`src/rtl/branch_resolve_if.sv`:
```
// branch_resolve_if: ID/EX branch inputs and redirect/statistics outputs of branch_resolve
interface branch_resolve_if #(
    parameter int WIDTH = 16,
    parameter int CNT_W = 16
);
    logic N_flag, Z_flag, V_flag;
    logic id_valid, id_is_b, id_is_br;
    logic [2:0] id_ccc;
    logic [8:0] id_imm9;
    logic [WIDTH-1:0] id_pc_plus2, id_rs_data;
    logic ex_valid, ex_writes_flags;
    logic stall, redirect, flush_ifid;
    logic [WIDTH-1:0] target;
    logic [CNT_W-1:0] br_cnt, taken_cnt;
    modport master (
        output N_flag, Z_flag, V_flag, id_valid, id_is_b, id_is_br, id_ccc, id_imm9,
               id_pc_plus2, id_rs_data, ex_valid, ex_writes_flags,
        input  stall, redirect, target, flush_ifid, br_cnt, taken_cnt
    );
    modport slave (
        input  N_flag, Z_flag, V_flag, id_valid, id_is_b, id_is_br, id_ccc, id_imm9,
               id_pc_plus2, id_rs_data, ex_valid, ex_writes_flags,
        output stall, redirect, target, flush_ifid, br_cnt, taken_cnt
    );
endinterface

```
`src/rtl/branch_resolve.sv`:
```
// branch_resolve: ID-stage branch resolution with flag-hazard stall, registered redirect and saturating statistics
module branch_resolve #(
    parameter int WIDTH = 16,
    parameter int CNT_W = 16
) (
    input logic clk,
    input logic rst_n,
    branch_resolve_if.slave bus
);
    typedef enum logic {IDLE, HOLD} state_t;
    state_t state;
    logic br_req, resolve, taken;
    logic [7:0] cond;
    logic [WIDTH-1:0] dest;
    always_comb begin
        br_req = bus.id_valid & (bus.id_is_b | bus.id_is_br) & ~bus.redirect;
        bus.stall = rst_n & (state == IDLE) & br_req & bus.ex_valid & bus.ex_writes_flags & (bus.id_ccc != 3'b111);
        resolve = (state == HOLD) | (br_req & ~bus.stall);
        // indexed by ccc: ALW, OVFL, LTE, GTE, LT, GT, EQ, NE
        cond = {1'b1, bus.V_flag, bus.N_flag | bus.Z_flag, bus.Z_flag | ~bus.N_flag,
                bus.N_flag, ~bus.Z_flag & ~bus.N_flag, bus.Z_flag, ~bus.Z_flag};
        taken = resolve & cond[bus.id_ccc];
        dest = bus.id_is_br ? bus.id_rs_data
                            : bus.id_pc_plus2 + {{(WIDTH-10){bus.id_imm9[8]}}, bus.id_imm9, 1'b0};
    end
    always_ff @(posedge clk or negedge rst_n) begin
        if (!rst_n) begin
            state <= IDLE;
            bus.redirect <= 1'b0;
            bus.flush_ifid <= 1'b0;
            bus.target <= '0;
            bus.br_cnt <= '0;
            bus.taken_cnt <= '0;
        end else begin
            state <= bus.stall ? HOLD : IDLE;
            bus.redirect <= taken;
            bus.flush_ifid <= taken;
            if (taken) bus.target <= dest;
            if (resolve && !(&bus.br_cnt)) bus.br_cnt <= bus.br_cnt + CNT_W'(1);
            if (taken && !(&bus.taken_cnt)) bus.taken_cnt <= bus.taken_cnt + CNT_W'(1);
        end
    end
endmodule

```
`src/flat_wrapper.sv`:
```
// flat-port wrapper written by rule: the top's interface ports become plain ports
module branch_resolve_flat 
#(
    parameter int WIDTH = 16,
    parameter int CNT_W = 16
)
  (clk, rst_n, bus_N_flag, bus_Z_flag, bus_V_flag, bus_id_valid, bus_id_is_b, bus_id_is_br, bus_id_ccc, bus_id_imm9, bus_id_pc_plus2, bus_id_rs_data, bus_ex_valid, bus_ex_writes_flags, bus_stall, bus_redirect, bus_target, bus_flush_ifid, bus_br_cnt, bus_taken_cnt);
  branch_resolve_if #(.WIDTH(WIDTH), .CNT_W(CNT_W)) bus_i ();
  input logic clk;
  input logic rst_n;
  input wire logic [$bits(bus_i.N_flag)-1:0] bus_N_flag;
  input wire logic [$bits(bus_i.Z_flag)-1:0] bus_Z_flag;
  input wire logic [$bits(bus_i.V_flag)-1:0] bus_V_flag;
  input wire logic [$bits(bus_i.id_valid)-1:0] bus_id_valid;
  input wire logic [$bits(bus_i.id_is_b)-1:0] bus_id_is_b;
  input wire logic [$bits(bus_i.id_is_br)-1:0] bus_id_is_br;
  input wire logic [$bits(bus_i.id_ccc)-1:0] bus_id_ccc;
  input wire logic [$bits(bus_i.id_imm9)-1:0] bus_id_imm9;
  input wire logic [$bits(bus_i.id_pc_plus2)-1:0] bus_id_pc_plus2;
  input wire logic [$bits(bus_i.id_rs_data)-1:0] bus_id_rs_data;
  input wire logic [$bits(bus_i.ex_valid)-1:0] bus_ex_valid;
  input wire logic [$bits(bus_i.ex_writes_flags)-1:0] bus_ex_writes_flags;
  output wire logic [$bits(bus_i.stall)-1:0] bus_stall;
  output wire logic [$bits(bus_i.redirect)-1:0] bus_redirect;
  output wire logic [$bits(bus_i.target)-1:0] bus_target;
  output wire logic [$bits(bus_i.flush_ifid)-1:0] bus_flush_ifid;
  output wire logic [$bits(bus_i.br_cnt)-1:0] bus_br_cnt;
  output wire logic [$bits(bus_i.taken_cnt)-1:0] bus_taken_cnt;
  assign bus_i.N_flag = bus_N_flag;
  assign bus_i.Z_flag = bus_Z_flag;
  assign bus_i.V_flag = bus_V_flag;
  assign bus_i.id_valid = bus_id_valid;
  assign bus_i.id_is_b = bus_id_is_b;
  assign bus_i.id_is_br = bus_id_is_br;
  assign bus_i.id_ccc = bus_id_ccc;
  assign bus_i.id_imm9 = bus_id_imm9;
  assign bus_i.id_pc_plus2 = bus_id_pc_plus2;
  assign bus_i.id_rs_data = bus_id_rs_data;
  assign bus_i.ex_valid = bus_ex_valid;
  assign bus_i.ex_writes_flags = bus_ex_writes_flags;
  assign bus_stall = bus_i.stall;
  assign bus_redirect = bus_i.redirect;
  assign bus_target = bus_i.target;
  assign bus_flush_ifid = bus_i.flush_ifid;
  assign bus_br_cnt = bus_i.br_cnt;
  assign bus_taken_cnt = bus_i.taken_cnt;
  branch_resolve #(.WIDTH(WIDTH), .CNT_W(CNT_W)) u_core (.clk(clk), .rst_n(rst_n), .bus(bus_i));
endmodule
```
`config.mk`:
```
export PLATFORM = sky130hd
export DESIGN_NAME = branch_resolve_flat
export DESIGN_NICKNAME = d
export VERILOG_FILES = /design/src/rtl/branch_resolve_if.sv /design/src/rtl/branch_resolve.sv /design/src/flat_wrapper.sv
export SDC_FILE = /design/constraint.sdc
export NUM_CORES = 1
export LEC_CHECK = 0
export ABC_AREA = 1
export CORE_MARGIN = 2
export CORE_UTILIZATION = 53
export DETAILED_ROUTE_END_ITERATION = 7
export HOLD_SLACK_MARGIN = 0.08
export PLACE_DENSITY = 0.93
export REMOVE_ABC_BUFFERS = 1
export SLEW_MARGIN = 20
export SYNTH_ARGS = -nofsm -noshare
export SYNTH_HDL_FRONTEND = slang
export SYNTH_SLANG_ARGS = --single-unit
```
`constraint.sdc`:
```
create_clock -name clk -period 3.4 [get_ports clk]
set_input_delay 0.51 -clock clk [delete_from_list [all_inputs] [get_ports clk]]
set_output_delay 0.51 -clock clk [all_outputs]
set_load 0.05 [all_outputs]
```
Word-level counts from Yosys, hierarchy flattened
Cells that the tools add are included.

Bits in registers: 50. Output and inout bits: 51. Word-level logic and storage cells: 39.

$add $sub $neg: 3. $lt $le $gt $ge: 1. Equal/unequal tests: 1. Mux-type cells: 4. Bitwise operators: 19. Reductions and logical operators: 6.

Operators with widths (number): $add 16x1->16 const B (2); $reduce_and 16->1 (2); $add 16x16->16 (1); $mux 16 (1); $and 1x1->1 (10); $not 1->1 (5); $lt 3x4->1 const B (1); $or 1x1->1 (4); $bmux 1 s3 (1); $ne 3x3->1 const B (1); $logic_and 1x1->1 (2); $logic_not 1->1 (2); $mux 1 (2).

Logic depth before layout (Yosys ltp)
Gate-level depths: netlist (run 1).

Word-level depth: 12. Gate-level depth with buffers: 12.

Worst setup path after synthesis (run 1)
OpenSTA, ideal clock, no wires.

Path kind: register to output. From: register u_core.bus.redirect. To: output port bus_stall. Arrival time: 1948 ps. Required time: 2890 ps. Setup slack: 942 ps. Cell stages (with the launch flop): 4. Path buffers: 0. Path through: dfrtp_1 > nor2_1 > o21ai_2 > nor3_1.

Word-level cells in the longest chain between the ends: 6.

Ends and longest elaborated chain: start: declaration (line branch_resolve_if.sv:23) `output stall, redirect, target, flush_ifid, br_cnt, taken_cnt`; start signal: assignment (line branch_resolve.sv:36) `bus.redirect <= taken;`; $not 1->1 (line branch_resolve.sv:16) `br_req = bus.id_valid & (bus.id_is_b | bus.id_is_br) & ~bus.redirect;`; $and 1x1->1 (line branch_resolve.sv:16); $and 1x1->1 (4 in a row) (line branch_resolve.sv:17) `bus.stall = rst_n & (state == IDLE) & br_req & bus.ex_valid & bus.ex_writes_flags & (bus.id_ccc != 3'b111);`; end: declaration (line flat_wrapper.sv:23) `output wire logic [$bits(bus_i.stall)-1:0] bus_stall;`.

No other way between the ends.

Worst setup path after layout (run 1)
From: input port bus_id_ccc[0]. To: output port bus_stall.

Word-level cells in the longest chain between the ends: 2.

Ends and longest elaborated chain: start: declaration (line flat_wrapper.sv:17) `input wire logic [$bits(bus_i.id_ccc)-1:0] bus_id_ccc;`; $ne 3x3->1 (line branch_resolve.sv:17); $and 1x1->1 (line branch_resolve.sv:17).

No other way between the ends.

==> results of run 1 <==
[registers in the layout, indices dropped and copies added, names as in the netlist]
register,flops
u_core.bus.taken_cnt,16
u_core.bus.redirect,1
u_core.state,1
u_core.bus.br_cnt,16
u_core.bus.target,16
[power groups by stage]
stage / Sequential, uW / Combinational [uW] / Clock [uW]
after floorplan: 1310 / 392 / 0
after global placement: 863 / 1270 / 0
after detailed placement: 870 / 1310 / 0
after CTS: 861 / 1310 / 530
after global routing: 880 / 1410 / 548
final: 863 / 1310 / 519
[through the flow]
stage	util	std cells	instance area (sq um)
final	0.7337	754	5012
after global routing	0.7337	754	5012
after CTS	0.7337	754	5012
after detailed placement	0.7128	746	4870
after global placement	0.7128	746	4870
after floorplan	-	543	3691
[how the worst min path moves through the flow]
stage,start,to,slack [ps]
2_1_floorplan,rst_n,u_core.bus.br_cnt[0],210
3_3_place_gp,u_core.bus.target[9],u_core.bus.target[9],460
3_5_place_dp,u_core.bus.target[14],u_core.bus.target[14],460
4_1_cts,rst_n,u_core.bus.redirect,360
5_1_grt,rst_n,u_core.bus.br_cnt[13],380
6_report,rst_n,u_core.bus.br_cnt[10],330
[layout make-up]
class	instances	area, sq um	share of cell area
clock buffer	6	82.58	0.01648
clock inverter	2	60.06	0.01198
inverter	75	281.5	0.05617
multi-input combinational	418	2158	0.4306
sequential	50	1251	0.2496
tap	96	120.1	0.02396
timing repair buffer	107	1059	0.2112
[placed cells by master, fill, tap and decap left out, types with 2 or more instances in the layout]
cell	synthesis	layout
o21ai_0	13	13
or2_2	4	4
xnor2_1	8	8
nor3_1	10	10
ha_1	16	16
nand3_1	33	33
and2_1	2	2
nand3b_1	2	2
bufinv_16	0	2
inv_1	72	72
dfrtp_1	50	50
nor2_2	2	2
nand2_1	199	199
o21ai_1	6	6
clkdlybuf4s50_1	0	103
xor2_1	19	19
nand2_2	14	14
o211ai_1	5	5
nand2_4	2	2
nand4_1	10	10
inv_2	2	2
buf_4	4	3
a21oi_1	10	10
nor2_1	50	50
clkbuf_8	0	6
nand3_2	4	4
[routing by layer]
metal | GRT usage | up-vias | routed length (um)
li1 | - | 1931 | -
met1 | 0.2900 | 1780 | 4139
met2 | 0.4525 | 102 | 4834
met3 | 0.04478 | 8 | 427
met4 | 0.06061 | 0 | 82
met5 | 0 | - | 0
[cell families (layout without fill, tap and decap cells)]
group	count (synthesis)	in the layout	share of synthesized area
adder cells (fa/ha/maj)	17	17	0.05826
flip-flops	50	50	0.3310
AO/OA/AOI/OAI	36	36	0.05296
buffers and inverters	85	190	0.09798
multiplexers	1	1	0.002648
XOR/XNOR	27	27	0.06256
AND/OR/NAND/NOR	337	337	0.3946
==> qor.yml, run 1 <==
grt:
  first_global_vias: 3525
  antenna_found_initial: 0
  grt_pass1_wl_mm: 15.29
  overflow: 0
  grt_usage: 0.2438
  grt_max_degree: 51
yosys:
  synth_edf_count: 0
  synth_commonest_cells: "nand2_1 (199), inv_1 (72), dfrtp_1 (50), nor2_1 (50), nand3_1 (33)"
  synth_ff_type: "dfrtp_1"
  ys_ff_latch: 50
  ys_warn_count: 0
  synth.most_common_cell: "nand2_1"
  netlist_top_cells_area: "dfrtp_1 (33%), nand2_1 (20%), inv_1 (7.1%)"
  seq_area_frac_synth: 0.3310
  synth_area_sq_um: 3780
  yosysTopAreaCellShare: 0.3310
  yosysTopAreaCell: "dfrtp_1"
  async_reset_ff_frac: 1.000
  synth_cell_types: 38
  synth.avg_cell_area_sq_um: 6.835
  synth_cells: 553
critical_path:
  cp-end-kind: "primary output"
  rr_endpoint: "u_core.bus.br_cnt[15]"
  cp.depth: 5
  arrival_ps: 2310
  cp-startpoint: "bus_id_ccc[0]"
  cp_top_family: "buffers and inverters"
  cp_data_required_time_ps: 2890
  path_cells: "clkdlybuf4s50_1 > nand3_2 > inv_1 > nor3_1 > clkdlybuf4s50_1"
  ff2ff_setup_slack_ps: 1380
  crit_buf_inv: 3
  cpPeakStageDelay_ps: 850
  r2r-start: "u_core.bus.br_cnt[0]"
  path_max_fanout: 6
  rr_worst_depth: 8
  path_class: "input pin to primary output"
  slowest_stage: "clkdlybuf4s50_1"
  endpoint: "bus_stall"
  crit_top_cell: "clkdlybuf4s50_1"
  critPathLaunchType: "input pin"
power_and_ir_drop:
  totalPowerFinal_uw: 2691
  intPower_uw: 1488
  power_density_nw_per_um2: 536.9
  ir_drop_uv: 545.3
  combPwrFrac: 0.487
  pwr-share-clk: 0.193
  switchingPower_uw: 1204
  sw_frac_of_total: 0.4472
  power_frac_seq: 0.321
  leakagePower_uw: 0.002486
timing:
  final-setup-viol-count: 0
  tightest_slew_ps: 662.9
  hold_viol: 0
  slew_violations: 0
  rsz0062_at_grt: "false"
  fin_tns_setup_ps: 0
  final.min_clock_period_ps: 2817
  setup_slack_ps: 583.1
  holdWs_ps: 326.6
  fmax_ghz: 0.3550
  maxSlewHeadroom: 0.5547
  timing.final.crit_share: 0.8285
  skew_ps: 9.272
clock_tree:
  path_clk_slew_ps: 100
  htreeDepth: 2
  cts_hold_buf: 0
  clockBufferDepth: 2
  cts_buffers: 5
  clkLatencyLatePin_ps: 310
  cts_tree: "yes"
  cts_resized: 0
  post-cts-setup-buffers: 0
  cts_sinks: 50
  cts_root_buf: "clkbuf_8"
layout:
  layout.nets: 728
  area_growth_pct: 32.61
  drive_gt1_frac: 0.06991
  nFillCells: 541
  num_antenna_cells: 0
floorplanning:
  io_pins: 105
  fp.dieW_um: 88.45
  fp.dieH_um: 88.45
  dieArea_sq_um: 7823
  core_sq_um: 6832
  rows: 30
  initial_core_util: 0.5533
detailed_routing:
  drt_wl_total_mm: 9.484
  drc: 0
  wl_per_cell_um: 12.58
  dr.pass1.iters: 4
  detail_route.iter0.violations: 163
  via_per_inst: 5.068
  vias: 3821
  final_antenna_net_count: 0
job:
  maxCapViolations: 0
placement:
  io_buffers: 104
  dp_hpwl_mm: 7.415
  globalplace.congestion: 0.8930
  dp_slack_ps: 601.4
worst_hold_path:
  hold_class: "input pin to asynchronous set/reset pin"
outcome:
  status: "finished clean"
(Power assumes the default switching activity.)
==> inputs of run 2 (changes only) <==
Settings changed: CORE_UTILIZATION 53 to 44, PLACE_DENSITY 0.93 to 0.83.
Clock period 3.4 ns to 2.3 ns, I/O delays scaled along.
==> qor.yml, run 2 (synthesis results as in run 1) <==
outcome:
  status: "finished clean"  # unchanged
placement:
  io_buffers: 104  # unchanged
  dp_hpwl_mm: 7.408  # was 7.415 mm
  dp.cells: 758  # was 746
  globalplace.congestion: 0.8981  # was 0.8930
power_and_ir_drop:
  power_density_nw_per_um2: 753.2  # was 536.9 nW/um^2
  pwr-share-clk: 0.149  # was 0.193
  sw_frac_of_total: 0.4728  # was 0.4472
  leakagePower_uw: 0.002482  # was 0.002486 uW
  switchingPower_uw: 1785  # was 1204 uW
  power_frac_seq: 0.338  # was 0.321
  totalPowerFinal_uw: 3776  # was 2691 uW
  intPower_uw: 1990  # was 1488 uW
  ir_drop_uv: 538.7  # was 545.3 uV
  combPwrFrac: 0.513  # was 0.487
layout:
  mostFrequentLayoutCell: "nand2_1"  # unchanged
  mostFrequentLayoutCells: "nand2_1 (199), clkdlybuf4s50_1 (102), inv_1 (72), nor2_1 (50), dfrtp_1 (50)"  # was nand2_1 (199), clkdlybuf4s50_1 (103), inv_1 (72), nor2_1 (50), dfrtp_1 (50)
  layout.nets: 731  # was 728
  reg.largest.list: "u_core.bus.br_cnt x16, u_core.bus.taken_cnt x16, u_core.bus.target x16"  # unchanged
  drive_gt1_frac: 0.07564  # was 0.06991
  num_antenna_cells: 0  # unchanged
  fin_cells: 766  # was 754
  area_growth_pct: 32.61  # unchanged
grt:
  first_global_vias: 3568  # was 3,525
  grt_usage: 0.2024  # was 0.2438
  grt_pass1_wl_mm: 16.15  # was 15.29 mm
  overflow: 0  # unchanged
  antenna_found_initial: 0  # unchanged
  grt_max_degree: 51  # unchanged
clock_tree:
  cts_tree: "yes"  # unchanged
  cts_sinks: 50  # unchanged
  clockBufferDepth: 2  # unchanged
  htreeDepth: 2  # unchanged
  post-cts-setup-buffers: 0  # unchanged
  cts_root_buf: "clkbuf_8"  # unchanged
  path_clk_slew_ps: 100  # about the same
  clkLatencyLatePin_ps: 300  # was 310 ps
  cts_hold_buf: 0  # unchanged
  cts_resized: 0  # unchanged
  cts_buffers: 5  # unchanged
critical_path:
  arrival_ps: 1660  # was 2310 ps
  path_max_fanout: 2  # was 6
  cp_top_family: "buffers and inverters"  # unchanged
  r2r-start: "u_core.bus.br_cnt[0]"  # unchanged
  cp-startpoint: "bus_ex_writes_flags"  # was bus_id_ccc[0]
  rr_endpoint: "u_core.bus.br_cnt[1]"  # was u_core.bus.br_cnt[15]
  path_cells: "clkdlybuf4s50_1 > nand2_1 > nor2_1 > inv_1 > nor3_1 > buf_12"  # was clkdlybuf4s50_1 > nand3_2 > inv_1 > nor3_1 > clkdlybuf4s50_1
  crit_buf_inv: 3  # unchanged
  cp-end-kind: "primary output"  # unchanged
  cpPeakStageDelay_ps: 460  # was 850 ps
  critPathLaunchType: "input pin"  # unchanged
  slowest_stage: "clkdlybuf4s50_1"  # unchanged
  cp_data_required_time_ps: 1960  # was 2890 ps
  ff2ff_setup_slack_ps: 430  # was 1380 ps
  path_class: "input pin to primary output"  # unchanged
  rr_worst_depth: 8  # unchanged
detailed_routing:
  via_per_inst: 4.880  # was 5.068
  wl_per_cell_um: 12.30  # was 12.58 um
  detail_route.iter0.violations: 121  # was 163
  final_antenna_net_count: 0  # unchanged
  dr.pass1.iters: 4  # unchanged
  vias: 3738  # was 3,821
  drc: 0  # unchanged
  drt_wl_total_mm: 9.424  # was 9.484 mm
worst_hold_path:
  hold_class: "input pin to asynchronous set/reset pin"  # unchanged
floorplanning:
  fp.dieH_um: 96.69  # was 88.45 um
  io_pins: 105  # unchanged
  core_sq_um: 8258  # was 6832 sq um
  initial_core_util: 0.4577  # was 0.5533
  fp.dieW_um: 96.69  # was 88.45 um
  dieArea_sq_um: 9348  # was 7823 sq um
  rows: 33  # was 30
timing:
  final.min_clock_period_ps: 2010
  skew_ps: 7.242  # was 9.272 ps
  fin_tns_setup_ps: 0  # unchanged
  hold_viol: 0  # unchanged
  fmax_ghz: 0.4976
  slew_violations: 0  # unchanged
  rsz0062_at_grt: "false"  # unchanged
  final-setup-viol-count: 0  # unchanged
  maxSlewHeadroom: 0.5758  # was 0.5547
  timing.final.crit_share: 0.8738
  tightest_slew_ps: 636.3  # was 662.9 ps
job:
  maxCapViolations: 0  # unchanged
run 2: cell types whose count changed in the layout (fill, tap and decap cells not counted), sizes merged:
cell,previous run,this run
buf,4,8
bufinv,2,0
clkdlybuf4s50,103,102
clkinvlp,0,1
inv,74,75
run 2: worst max path at each step:
| stage | slack [ps] | end | cells past startpoint |
|---|---|---|---|
| 4_1_cts | 290 | bus_stall | 6 |
| 3_3_place_gp | 110 | u_core.bus.target[13] | 10 |
| 2_1_floorplan | -220 | bus_stall | 3 |
| 6_report | 290 | bus_stall | 6 |
| 5_1_grt | 140 | bus_stall | 6 |
| 3_5_place_dp | 30 | u_core.bus.target[7] | 11 |
run 2: metrics by stage:
stage / util / hold slack, ps / instance area [sq um] / setup WS [ps]
floorplan: - / 49.41 / 3691 / -219.6
global route: 0.6070 / 214.3 / 5012 / 143.5
global placement: 0.5950 / 464.6 / 4913 / 114.1
detailed placement: 0.5950 / 467.6 / 4913 / 28.30
CTS: 0.6070 / 191.3 / 5012 / 287.0
finish: 0.6070 / 169.4 / 5012 / 290.3
run 2: power by group through the flow:
| stage | Combinational, uW | Sequential [uW] | Clock, uW |
|---|---|---|---|
| detailed placement | 1940 | 1290 | 0 |
| global route | 2080 | 1310 | 618 |
| floorplan | 580 | 1940 | 0 |
| finish | 1940 | 1280 | 563 |
| CTS | 1950 | 1270 | 581 |
| global placement | 1900 | 1280 | 0 |
run 2: layout make-up:
cell class | count | area, sq um
Fill cell | 763 | 3246
Multi-Input combinational cell | 418 | 2158
Sequential cell | 50 | 1251
Timing Repair Buffer | 110 | 1091
Inverter | 75 | 281.5
Tap cell | 105 | 131.4
Clock buffer | 6 | 82.58
Clock inverter | 2 | 16.27
run 2: per-layer routing:
layer | vias to the layer above | global-route usage | wire length (um)
li1 | 1934 | - | -
met1 | 1697 | 0.2792 | 4481
met2 | 101 | 0.3392 | 4401
met3 | 6 | 0.04263 | 489
met4 | 0 | 0.02384 | 51
met5 | - | 0 | 0
==> inputs of run 3 (changes only) <==
Settings changed: CAP_MARGIN set to 20.
==> results of run 3 <==
Final layout, timing and power as in run 2 (identical DEF).
